### config.mk
export PLATFORM = sky130hd
export DESIGN_NAME = id_scoreboard
export DESIGN_NICKNAME = d
export VERILOG_FILES = /design/src/rtl/id_scoreboard_pkg.sv /design/src/rtl/id_scoreboard_sb_reg_counter.sv /design/src/rtl/id_scoreboard.sv
export SDC_FILE = /design/constraint.sdc
export NUM_CORES = 1
export LEC_CHECK = 0
export ABC_AREA = 1
export BUFFER_PORTS_ARGS = -buffer_cell sky130_fd_sc_hd__buf_2
export CORE_ASPECT_RATIO = 0.8
export CORE_UTILIZATION = 35
export DETAILED_ROUTE_END_ITERATION = 10
export PLACE_DENSITY = 0.54
export RECOVER_POWER = 100
export SETUP_SLACK_MARGIN = 0.2
export SYNTH_ARGS = -nofsm -noshare
export SYNTH_HDL_FRONTEND = slang
export SYNTH_SLANG_ARGS = --single-unit
### constraint.sdc
create_clock -name clk -period 23.4 [get_ports clk]
set_input_delay 2.34 -clock clk [delete_from_list [all_inputs] [get_ports clk]]
set_output_delay 2.34 -clock clk [all_outputs]
set_load 0.005 [all_outputs]
### src/rtl/id_scoreboard_pkg.sv
// Shared decode-stage constants: register-file geometry and RV32 major opcodes
// used to derive the uses_rs1 / uses_rs2 / writes_rd qualifiers.
package id_scoreboard_pkg;
  localparam int REG_IDX_W = 5;
  localparam int NUM_REGS  = 32;

  localparam logic [6:0] OPC_LUI    = 7'b0110111;
  localparam logic [6:0] OPC_AUIPC  = 7'b0010111;
  localparam logic [6:0] OPC_JAL    = 7'b1101111;
  localparam logic [6:0] OPC_JALR   = 7'b1100111;
  localparam logic [6:0] OPC_BRANCH = 7'b1100011;
  localparam logic [6:0] OPC_LOAD   = 7'b0000011;
  localparam logic [6:0] OPC_STORE  = 7'b0100011;
  localparam logic [6:0] OPC_OP_IMM = 7'b0010011;
  localparam logic [6:0] OPC_OP     = 7'b0110011;
endpackage

### src/rtl/id_scoreboard_sb_reg_counter.sv
// Per-register pending-write counter; next value visible one edge after inc/dec.
// No backpressure of its own: release beyond zero clamps and raises underflow.
module sb_reg_counter
  import id_scoreboard_pkg::*;
#(
  parameter int CNT_W = 2
) (
  input  logic             clk,
  input  logic             reset_n,
  input  logic             inc,
  input  logic [1:0]       dec,
  input  logic             clr,
  output logic [CNT_W-1:0] cnt,
  output logic [1:0]       dec_applied,
  output logic             underflow
);
  logic [CNT_W:0]   sum;
  logic [CNT_W:0]   diff;
  logic [CNT_W-1:0] cnt_nxt;

  always_comb begin
    sum         = {1'b0, cnt} + (CNT_W+1)'(inc);
    diff        = sum - (CNT_W+1)'(dec);
    cnt_nxt     = cnt;
    dec_applied = '0;
    underflow   = 1'b0;
    if (clr) begin
      cnt_nxt = '0;
    end else if ((CNT_W+1)'(dec) > sum) begin
      // only what was actually pending is retired, so the total stays consistent
      cnt_nxt     = '0;
      dec_applied = 2'(sum);
      underflow   = 1'b1;
    end else begin
      dec_applied = dec;
      if (diff > {1'b0, {CNT_W{1'b1}}}) cnt_nxt = '1;
      else                               cnt_nxt = CNT_W'(diff);
    end
  end

  always_ff @(posedge clk or negedge reset_n) begin
    if (!reset_n) cnt <= '0;
    else          cnt <= cnt_nxt;
  end
endmodule

### src/rtl/id_scoreboard.sv
// Decode hazard scoreboard: combinational id_ready gates RAW/WAW/capacity; issue and
// release update pending counts one edge later; flush clears all pending state.
module id_scoreboard
  import id_scoreboard_pkg::*;
#(
  parameter int CNT_W        = 2,
  parameter int MAX_INFLIGHT = 3,
  parameter int INF_W        = 3,
  parameter int WAW_STALL    = 1
) (
  input  logic                 clk,
  input  logic                 reset_n,
  input  logic                 id_valid,
  input  logic [REG_IDX_W-1:0] id_rs1,
  input  logic [REG_IDX_W-1:0] id_rs2,
  input  logic [REG_IDX_W-1:0] id_rd,
  input  logic                 id_uses_rs1,
  input  logic                 id_uses_rs2,
  input  logic                 id_writes_rd,
  output logic                 id_ready,
  input  logic                 wb_valid,
  input  logic [REG_IDX_W-1:0] wb_rd,
  input  logic                 kill_valid,
  input  logic [REG_IDX_W-1:0] kill_rd,
  input  logic                 flush,
  output logic [NUM_REGS-1:0]  busy_vec,
  output logic [INF_W-1:0]     inflight_cnt,
  output logic [31:0]          stall_cycles,
  output logic                 err_underflow
);
  logic [NUM_REGS-1:0][CNT_W-1:0] cnt;
  logic [NUM_REGS-1:0][1:0]       dec_applied;
  logic [NUM_REGS-1:0]            underflow;
  logic                           rd_nz, raw, waw, full, issue;
  logic [6:0]                     dec_total;

  // x0 is never tracked
  assign cnt[0]         = '0;
  assign dec_applied[0] = '0;
  assign underflow[0]   = 1'b0;

  for (genvar r = 1; r < NUM_REGS; r++) begin : g_reg
    logic       inc;
    logic [1:0] dec;
    assign inc = issue && (id_rd == REG_IDX_W'(r));
    assign dec = 2'(wb_valid && !flush && (wb_rd == REG_IDX_W'(r)))
               + 2'(kill_valid && !flush && (kill_rd == REG_IDX_W'(r)));
    sb_reg_counter #(.CNT_W(CNT_W)) u_cnt (
      .clk         (clk),
      .reset_n     (reset_n),
      .inc         (inc),
      .dec         (dec),
      .clr         (flush),
      .cnt         (cnt[r]),
      .dec_applied (dec_applied[r]),
      .underflow   (underflow[r])
    );
  end

  always_comb begin
    busy_vec  = '0;
    dec_total = '0;
    for (int r = 0; r < NUM_REGS; r++) begin
      busy_vec[r] = |cnt[r];
      dec_total   = dec_total + 7'(dec_applied[r]);
    end
  end

  assign rd_nz = id_writes_rd && (id_rd != '0);
  assign raw   = (id_uses_rs1 && (id_rs1 != '0) && (cnt[id_rs1] != '0))
              || (id_uses_rs2 && (id_rs2 != '0) && (cnt[id_rs2] != '0));
  assign waw   = (WAW_STALL != 0) && rd_nz && (cnt[id_rd] != '0);
  assign full  = rd_nz && ((inflight_cnt == INF_W'(MAX_INFLIGHT)) || (cnt[id_rd] == '1));
  assign id_ready = reset_n && !flush && !raw && !waw && !full;
  assign issue    = id_valid && id_ready && rd_nz;

  always_ff @(posedge clk or negedge reset_n) begin
    if (!reset_n) begin
      inflight_cnt  <= '0;
      stall_cycles  <= '0;
      err_underflow <= 1'b0;
    end else begin
      if (flush) inflight_cnt <= '0;
      else       inflight_cnt <= INF_W'(8'(inflight_cnt) + 8'(issue) - 8'(dec_total));
      if (|underflow) err_underflow <= 1'b1;
      if (id_valid && !id_ready && (stall_cycles != '1))
        stall_cycles <= stall_cycles + 32'd1;
    end
  end
endmodule

======== Word-level counts from Yosys, hierarchy flattened ========
Index checks and enable logic that the tools add are counted.
storage, ports and cells
  register bits ........................... 98
  bits of input ports ..................... 34
  output and inout bits ................... 69
  logic and storage cells ................. 700
operators by class
  $add $sub $neg .......................... 126
  $lt $le $gt $ge ......................... 65
  equality and inequality tests ........... 96
  multiplexer cells ....................... 224
  reductions and logical operators ........ 155
operators by type and width
  cell                                                                           count
  2-bit 2-to-1 mux                                                               158
  5-bit == test (second input constant)                                          48
  5-bit by 4-bit == test with 1-bit output (second input constant)               24
  1-bit logical AND                                                              110
  2-bit by 1-bit adder with 3-bit output                                         31
  2-bit by 3-bit > comparator with 1-bit output                                  31
  3-bit by 2-bit > comparator with 1-bit output (second input constant)          31
  3-bit by 2-bit subtractor with 3-bit output                                    31
  3-bit by 2-bit adder with 3-bit output                                         29
  1-bit by 1-bit adder with 2-bit output                                         31
  1-bit 2-to-1 mux                                                               62
  2-bit OR reduction                                                             31
  5-bit by 3-bit == test with 1-bit output (second input constant)               12
  32-bit by 1-bit adder with 32-bit output (second input constant)               1
  32-bit != test (second input constant)                                         1
  31-bit OR reduction                                                            1
  2-bit binary-select mux with 5-bit select                                      3
  5-bit by 2-bit == test with 1-bit output (second input constant)               6
  5-bit by 6-bit less-than comparator with 1-bit output (second input constant)  3
  5-bit by 1-bit == test with 1-bit output (second input constant)               3
  5-bit nonzero test                                                             3
  2-bit nonzero test                                                             3
  1-bit logical NOT                                                              5
  2-bit by 2-bit adder with 3-bit output                                         1
  6 further kinds                                                                7

======== Depth between registers and ports, before layout ========
Gate-level depths: netlist (run 1).
  word-level depth ........................ 48
  gate-level depth with buffers ........... 45
  depth with buffers taken out ............ 43

======== Hierarchy ========
From an unflattened synthesis (run 1), not the netlist that was laid out.
second synthesis, totals
  cells, all modules ...................... 2172
  area, all modules ....................... 14521.4 µm²
by module, submodules not included
  module                                instances  cells each  area an instance (µm²)  seq. area each (µm²)
  id_scoreboard                         1          1118        6695.2                  900.9
  sb_reg_counter (g_reg[10].u_cnt ...)  24         34          252.7                   50.0
  sb_reg_counter (g_reg[3].u_cnt ...)   7          34          251.5                   50.0

======== Worst setup path before layout (run 1) ========
Ideal clock, no wire load.
  path type ............................... input port to flip-flop
  start point ............................. input id_rd[0]
  end point ............................... register inflight_cnt[2]
  setup time .............................. 119 ps
  arrival ................................. 9828 ps
  setup slack ............................. 13453 ps
  stages on the path ...................... 40
  path buffers ............................ 3
  cell sequence ........................... buf_4 inv_1 nor2_1 buf_4 nand2_1 o21ai_1 o21ai_1 nand2_1 nor2_1 nand2_1 nand2_1 nand2_1 nand2_1 nand2_4 inv_4 nand3_4 buf_6 nor2_1 (+4 left out) o21ai_0 fa_1 inv_1 fa_1 fa_1 fa_1 fa_1 fa_1 inv_1 fa_1 ha_1 ha_1 xnor2_1 xnor2_1 xnor2_1 inv_1 a21oi_1 nor2_1
on the way
  word-level cells in the longest chain between the ends .. 46
ends and longest elaborated chain
  element                                                 RTL line                                  source
  start, declared                                         id_scoreboard.sv:16                       input logic [REG_IDX_W-1:0] id_rd,
  2-bit binary-select mux with 5-bit select               id_scoreboard.sv:72, id_scoreboard.sv:73
  2-bit 2-to-1 mux (implied by the code)                  id_scoreboard.sv:72, id_scoreboard.sv:73
  2-bit == test or 2-bit nonzero test (tied branches)     id_scoreboard.sv:73, id_scoreboard.sv:72
  1-bit logical OR or 1-bit logical AND (tied branches)   id_scoreboard.sv:73, id_scoreboard.sv:72
  1-bit logical AND or 1-bit logical NOT (tied branches)  id_scoreboard.sv:73, id_scoreboard.sv:74
  1-bit logical NOT or 1-bit logical AND (tied branches)  id_scoreboard.sv:74                       assign id_ready = reset_n && !flush && !raw && !waw && !full;
  1-bit logical AND (*)                                   id_scoreboard.sv:74
  named net id_ready                                      id_scoreboard.sv:20                       output logic id_ready,
  (+3 left out)                                           -
  2-bit by 1-bit adder with 3-bit output                  id_scoreboard_sb_reg_counter.sv:22        sum = {1'b0, cnt} + (CNT_W+1)'(inc);
  2-bit by 3-bit > comparator with 1-bit output           id_scoreboard_sb_reg_counter.sv:29        end else if ((CNT_W+1)'(dec) > sum) begin
  2-bit 2-to-1 mux                                        id_scoreboard_sb_reg_counter.sv:29
  2-bit 2-to-1 mux                                        id_scoreboard_sb_reg_counter.sv:27        if (clr) begin
  2-bit by 2-bit adder with 3-bit output                  id_scoreboard.sv:65                       dec_total = dec_total + 7'(dec_applied[r]);
  3-bit by 2-bit adder with 3-bit output (29 in a row)    id_scoreboard.sv:65
  3-bit subtractor (*)                                    id_scoreboard.sv:84                       else inflight_cnt <= INF_W'(8'(inflight_cnt) + 8'(issue) - 8'(dec_total));
  3-bit 2-to-1 mux (*)                                    id_scoreboard.sv:83                       if (flush) inflight_cnt <= '0;
  end signal, assigned                                    id_scoreboard.sv:84
  end, declared                                           id_scoreboard.sv:27                       output logic [INF_W-1:0] inflight_cnt,
The timed path passes the listed nets; every way through them passes the cells marked *. The select of a mux whose other input is x is not followed.
A chain may end at the register's enable or synchronous reset.

======== Final worst setup path (run 1) ========
  start point ............................. input id_rd[0]
  end point ............................... register inflight_cnt[2]
on the way
  word-level cells in the longest chain between the ends .. 46
ends and longest elaborated chain
  element                                                 RTL line                                  source
  2-bit binary-select mux with 5-bit select               id_scoreboard.sv:72, id_scoreboard.sv:73
  2-bit 2-to-1 mux (implied by the code)                  id_scoreboard.sv:72, id_scoreboard.sv:73
  2-bit == test or 2-bit nonzero test (tied branches)     id_scoreboard.sv:73, id_scoreboard.sv:72
  1-bit logical OR or 1-bit logical AND (tied branches)   id_scoreboard.sv:73, id_scoreboard.sv:72
  1-bit logical AND or 1-bit logical NOT (tied branches)  id_scoreboard.sv:73, id_scoreboard.sv:74
  1-bit logical NOT or 1-bit logical AND (tied branches)  id_scoreboard.sv:74
  1-bit logical AND                                       id_scoreboard.sv:74
  1-bit logical AND (2 in a row)                          id_scoreboard.sv:75                       assign issue = id_valid && id_ready && rd_nz;
  1-bit logical AND                                       id_scoreboard.sv:45                       assign inc = issue && (id_rd == REG_IDX_W'(r));
  2-bit by 1-bit adder with 3-bit output                  id_scoreboard_sb_reg_counter.sv:22
  2-bit by 3-bit > comparator with 1-bit output           id_scoreboard_sb_reg_counter.sv:29
  2-bit 2-to-1 mux                                        id_scoreboard_sb_reg_counter.sv:29
  2-bit 2-to-1 mux                                        id_scoreboard_sb_reg_counter.sv:27
  2-bit by 2-bit adder with 3-bit output                  id_scoreboard.sv:65
  3-bit by 2-bit adder with 3-bit output (29 in a row)    id_scoreboard.sv:65
  3-bit subtractor (*)                                    id_scoreboard.sv:84
  3-bit 2-to-1 mux (*)                                    id_scoreboard.sv:83
Mark *: on every way between the ends. The rest lies on a longest branch, timed or not. The select of a mux whose other input is x is not followed.

==> results of run 1 <==
-- where the power goes --
part / internal (W) / switching (W)
clock: 0.0000842 / 0.0000817
combinational: 0.0000814 / 0.000133
sequential: 0.000178 / 0.0000122
-- critical path, delay by kind of cell --
family | cells | cell delay, ns
adder cells (fa/ha/maj) | 11 | 4.92
AND/OR/NAND/NOR | 14 | 3.48
buffers and inverters | 6 | 1.24
AO/OA/AOI/OAI | 5 | 1.11
XOR/XNOR | 3 | 0.46
-- registers in the layout, indices dropped and copies added, names as in the netlist --
name,flops
inflight_cnt,3
g.u_cnt.cnt,62
err_underflow,1
stall_cycles,32
-- cells in the mapped netlist (2+ instances only) --
master	n
o21ai_1	11
clkinv_1	2
buf_6	4
o31a_1	18
dfrtp_1	98
o31ai_1	7
nor2_2	2
o211ai_1	8
buf_2	4
clkbuf_1	25
or2_2	4
nor3_1	65
inv_1	328
buf_4	7
xor2_1	31
nand2_4	2
fa_1	98
nand3_4	2
nand3b_1	2
ha_1	139
o22ai_1	4
nand4_1	38
a21oi_1	76
nand2_1	306
nand3_1	44
o21ai_0	81
nor4_1	16
inv_2	2
xnor2_1	55
nor2_1	259
-- final timing paths --
kind                                                   from                              end  depth (start not counted)
max in group asynchronous                           reset_n      stall_cycles[9]$_DFFE_PN0P_                          2
hold / removal                    err_underflow$_DFFE_PN0P_        err_underflow$_DFFE_PN0P_                          1
setup / recovery                                   id_rd[0]        inflight_cnt[2]$_DFF_PN0_                         39
setup reg to reg           g_reg[19].u_cnt.cnt[1]$_DFF_PN0_        inflight_cnt[2]$_DFF_PN0_                         36
hold reg to reg                   err_underflow$_DFFE_PN0P_        err_underflow$_DFFE_PN0P_                          1
min in group asynchronous                           reset_n  g_reg[2].u_cnt.cnt[1]$_DFF_PN0_                          1
-- cells in the final DEF (no fill, tap or decap) --
cell type and n:
nor2_4 1, xor2_1 31, inv_8 1, clkinv_4 3, o211ai_1 8, o31ai_1 7
buf_4 5, inv_6 1, nor3_1 65, fa_1 98, nand2_1 307, or2_2 3
o21ai_1 11, nand3b_1 2, a21oi_1 76, buf_2 51, o31a_1 18, clkinv_1 2
nor2_2 2, clkbuf_16 9, nand4_1 38, nor2_1 259, dfrtp_1 98, clkinvlp_2 1
nand3_1 47, or2_0 1, o21bai_1 1, inv_2 2, bufinv_16 1, ha_1 139
xnor2_1 55, nand2_4 1, clkbuf_1 52, conb_1 1, o21ai_0 81, nor4_1 16
inv_1 328, o22ai_1 4
-- kinds of logic (layout without fill, tap and decap cells) --
kind of cell | after synthesis | count (layout) | synth area share, %
xor gates and xnor gates | 86 | 86 | 5.95
other | 1 | 1 | 0.0296
adders and majority gates | 237 | 237 | 29.2
AOI/OAI and AO/OA | 206 | 206 | 9.04
buffers and inverters | 373 | 456 | 11.6
and+or+nand+nor | 742 | 742 | 24.8
DFF | 98 | 98 | 19.4
-- layer usage --
metal / up-vias / part of all wire, % / GRT usage, %
li1: 5679 / - / -
met1: 5662 / 50 / 38.4
met2: 425 / 40 / 35.7
met3: 42 / 8.2 / 4.66
met4: 0 / 1.6 / 5.71
met5: - / 0 / 0
-- per-stage QoR --
step	cells	utilization (%)	power, W
2_1_floorplan	1743	-	0.000333
3_3_place_gp	2283	38.6	0.000402
3_5_place_dp	2283	38.6	0.000406
4_1_cts	2298	39.5	0.000574
5_1_grt	2298	39.2	0.000608
6_report	2298	39.2	0.000571
-- layout make-up --
type | count | area, sq um
clock buffers | 9 | 225
clock inverters | 6 | 76.3
fillers | 3738 | 21400
inverters | 333 | 1250
multi-input cells | 1272 | 8700
flip-flops and latches | 98 | 2450
well taps | 472 | 591
repair buffers | 108 | 488
==> out/results.txt, run 1 <==
Slowest-stage cell, CP - nand2_1
TritonCTS clock tree - yes
post-detailed-route count of antenna-violating nets - 0
Max Cap Viol - 2
worst hold-check path type - reg -> reg
Final Net Count - 2093
clock period minus worst slack - 13.29 ns
CTS H-tree lvls - 3
top-level port count - 103
routed wirelength normalized by instance count - 19.5 microns
initial antenna violation count - 0
final estimated routing congestion in global placement - 0.997
violations in the final reports - max-capacitance violations, max-slew violations
clock sink total - 98
number of detailed-route iterations in the first pass - 6
Clock Pin Slew Worst Setup and Hold Paths - 0.07 ns
Setup Buffers After CTS - 0
CTS Root Cell - clkbuf_16
sum of overflow across all layers after global routing - 0
area of all placed cells without fillers - 0.0138 sq mm
type of destination of the critical path - flop
first-pass GRT wire length - 69.0 mm
fraction of final layout cells with drive strength greater than 1 - 4.44%
Layout Skew - 0.0232 ns
dominant cells by area after synthesis - dfrtp_1 19%, fa_1 16%, ha_1 14%, inv_1 9.7%, nand2_1 9.1%
Leakage - 6.85 nW
register-to-register path setup slack - 12.45 ns
critical path data arrival time - 13.61 ns
hold-fix buffers at CTS - 0
Syn Std Cell Area - 0.0127 sq mm
effective utilization at floorplan - 36.0%
clock latency of the later-clocked register in the worst-skew pair - 0.40 ns
final number of max-transition violations - 81
mean post-synth cell area - 7.26 sq um
maximum number of pins on one net before global-route repair - 58
Diodes inserted - 0
setup repair after global routing missed its margin - no
post-synthesis sequential element count - 98
detailed-route DRC error count - 0
drt via density - 5.14
Via Count - 11800
run status - finished with violations
worst max-slew margin expressed relative to the limit - -88.6%
count of cell types in the netlist - 35
accumulated negative setup slack - 0 ns
buffers added on ports - 101
number of flops mapped to enable cells by yosys - 0
total clock buffers created by CTS - 9
number of warnings issued by yosys - 0
total routing usage reported by global routing - 25.0%
maximum vdd drop - 38.5 uV
count of mapped cells out of synthesis - 1743
Least-Margin Pin Slew - 2.83 ns
maximum clock path buffer count - 2
Placed Instance Area - 0.0136 sq mm
share of synthesized area occupied by flip-flops and latches - 19.4%
Fmax achieved - 75.3 MHz
Area growth syn-to-layout - 8.93%
total detailed-routing wirelength - 44.8 mm
half-perimeter wire length of the detailed placement result - 37.1 mm
width of the die - 215 microns
syn_nets - 2014
nature of the critical path startpoint - input port
vias in the first global route - 11400
slack of the critical path - 10.11 ns
classification of the worst setup path - in -> reg
Tcrit/Tclk final - 56.8%
dominant cell type by area after synthesis - dfrtp_1
dominant synthesized flop cell - dfrtp_1
worst hold slack - 0.480 ns
pwr/cell area - 41.4 mW/mm^2
setup violation total in the final timing report - 0
critical path fanouts, max - 35
maximum cell stage delay along the critical path - 1.03 ns
required time at the worst-slack endpoint - 23.72 ns
Die Footprint - 0.0369 sq mm
fraction of registers with async set/reset - 100%
Iteration-0 DRC Markers - 1261
placeable core region - 0.0352 sq mm
share of the synthesized area in the top cell type - 19.4%
DP Worst Slack - 11.73 ns
cts repair resizes - 0
vertical die dimension - 172 microns
Fin. Hold Viols - 0
Rows - 61
No activity file was read; power rests on OpenSTA's default activity.
==> run 2, diff against run 1 <==
==> constraint.sdc (replaced) <==
create_clock -name clk -period 13.5 [get_ports clk]
set_input_delay 1.35 -clock clk [delete_from_list [all_inputs] [get_ports clk]]
set_output_delay 1.35 -clock clk [all_outputs]
set_load 0.005 [all_outputs]
==> run 2 against run 1 <==
  * The run still ends with max-capacitance violations, max-slew violations left
  * Clock skew is 0.0095 ns higher
  * First-iteration DRC count is 0.24% higher
  * Flip-flop and latch count stayed put
  * Die area stayed put
  * Register-to-register slack worse by 9.2 ns
  * Sequential power is 74% higher
  * Utilization hardly changed
  * Non-clock buffer count stayed put
  * Largest power group unchanged
  * Highest routed layer unchanged
==> out/results.txt, run 2 (synthesis results as in run 1) <==
effective utilization at floorplan - 36.0%
total detailed-routing wirelength - 44.6 mm
accumulated negative setup slack - 0 ns
commonest cells after routing, fill and taps aside - 328 x inv_1, 307 x nand2_1, 260 x nor2_1
met1 Usage GRT - 37.7%
cell type with the highest occurrence count on the critical path - nand2_1
Tcrit/Tclk final - 82.2%
Storage cell area - 0.00245 sq mm
width of the die - 215 microns
maximum number of pins on one net before global-route repair - 60
Reg with most FFs - g.u_cnt.cnt
initial antenna violation count - 1
number of placed cells counting well taps - 2283
TritonCTS clock tree - yes
critical path data arrival time - 11.42 ns
Rows - 61
cts repair resizes - 0
Leakage - 6.86 nW
placeable core region - 0.0352 sq mm
clock latency of the later-clocked register in the worst-skew pair - 0.42 ns
Fmax achieved - 90.1 MHz
most used routing layer - met1
maximum vdd drop - 76.0 uV
non-filler cells in the finished layout - 2300
flip-flop count of the largest register, all copies and words added - 62
top-level port count - 103
critical path fanouts, max - 35
pwr/cell area - 70.5 mW/mm^2
detailed-route DRC error count - 0
setup violation total in the final timing report - 0
worst max-slew margin expressed relative to the limit - -134%
post-route total power - 0.000973 W
met2 Resource Use GR - 33.8%
buffers added on ports - 101
first-pass GRT wire length - 68.3 mm
Die Footprint - 0.0369 sq mm
count of filler cells inserted in the layout - 3704
drt via density - 5.14
Setup Buffers After CTS - 0
maximum clock path buffer count - 2
post-detailed-route count of antenna-violating nets - 0
number of detailed-route iterations in the first pass - 5
hold-fix buffers at CTS - 0
clock period minus worst slack - 11.10 ns
required time at the worst-slack endpoint - 13.83 ns
worst hold-check path type - reg -> reg
Multi-input gate area - 0.00872 sq mm
Layout Skew - 0.0326 ns
sum of overflow across all layers after global routing - 0
final estimated routing congestion in global placement - 0.989
CTS H-tree lvls - 3
clock sink total - 98
run status - finished with violations
M3 GR Usage - 7.16%
half-perimeter wire length of the detailed placement result - 36.5 mm
Area growth syn-to-layout - 9.02%
fraction of final layout cells with drive strength greater than 1 - 4.65%
Via Count - 11800
routed wirelength normalized by instance count - 19.4 microns
Slowest-stage cell, CP - nand2_1
nature of the critical path startpoint - input port
most common cell after layout, fill and taps aside - inv_1
total routing usage reported by global routing - 24.9%
vias in the first global route - 11100
CTS Root Cell - clkbuf_16
DP Worst Slack - 3.06 ns
total clock buffers created by CTS - 9
Final Net Count - 2093
final number of max-transition violations - 100
Fin. Hold Viols - 0
violations in the final reports - max-capacitance violations, max-slew violations
vertical die dimension - 172 microns
classification of the worst setup path - in -> reg
Iteration-0 DRC Markers - 1264
slack of the critical path - 2.40 ns
biggest regs - g.u_cnt.cnt (62), stall_cycles (32), inflight_cnt (3)
setup repair after global routing missed its margin - no
Least-Margin Pin Slew - 3.51 ns
Worst Hold Depth - 1
Max Cap Viol - 2
maximum cell stage delay along the critical path - 1.04 ns
number of cell instances on the worst register-to-register path - 36
Clock Pin Slew Worst Setup and Hold Paths - 0.09 ns
type of destination of the critical path - flop
-- run 2: cell types whose count changed in the layout (fill, tap and decap cells not counted), sizes merged --
cell	change
bufinv	-1
diode	+1
clkinv	-3
buf	+3
inv	+3
clkbuf	-1
-- run 2: worst max-delay path, delay by kind of cell --
kind | cells | cell delay (ns)
compound gates | 4 | 0.99
xor+xnor | 3 | 0.48
fa+ha+maj | 11 | 4.78
buf+inv | 7 | 0.87
simple gates | 16 | 2.92
-- run 2: cell type report --
cell class                 count  area share (%)
multi-input combinational   1272            63.2
antenna                        1          0.0181
tap                          472            4.28
timing repair buffer         108            3.55
clock buffer                  11            1.76
inverter                     333            9.08
sequential                    98            17.8
clock inverter                 5           0.308
-- run 2: stage by stage --
| stage | util [%] | cell area (sq um) | hold WS, ns |
|---|---|---|---|
| 2_1_floorplan | - | 12700 | 0.468 |
| 3_3_place_gp | 38.6 | 13600 | 0.458 |
| 3_5_place_dp | 38.6 | 13600 | 0.470 |
| 4_1_cts | 39.4 | 13900 | 0.494 |
| 5_1_grt | 39.2 | 13800 | 0.546 |
| 6_report | 39.2 | 13800 | 0.497 |
-- run 2: worst paths after layout --
kind	start	to	slack (ns)
max	id_rd[0]	inflight_cnt[2]$_DFF_PN0_	2.40
min	err_underflow$_DFFE_PN0P_	err_underflow$_DFFE_PN0P_	0.50
max reg2reg	g_reg[19].u_cnt.cnt[1]$_DFF_PN0_	inflight_cnt[2]$_DFF_PN0_	3.24
min reg2reg	err_underflow$_DFFE_PN0P_	err_underflow$_DFFE_PN0P_	0.50
max in group asynchronous	reset_n	stall_cycles[13]$_DFFE_PN0P_	8.97
min in group asynchronous	reset_n	g_reg[10].u_cnt.cnt[1]$_DFF_PN0_	2.08
-- run 2: routing by layer --
| metal | up-vias | share of wire [%] | routed length (microns) |
|---|---|---|---|
| li1 | 5674 | - | - |
| met1 | 5653 | 50 | 22200 |
| met2 | 452 | 39 | 17200 |
| met3 | 43 | 9.8 | 4370 |
| met4 | 0 | 1.8 | 816 |
| met5 | - | 0 | 0 |
-- run 2: where the power goes --
part	switching (W)	leakage (nW)	internal [W]
Sequential	0.0000225	1.35	0.000309
Clock	0.000147	0.138	0.000133
Combinational	0.000221	5.37	0.000139
Total	0.000391	6.86	0.000582
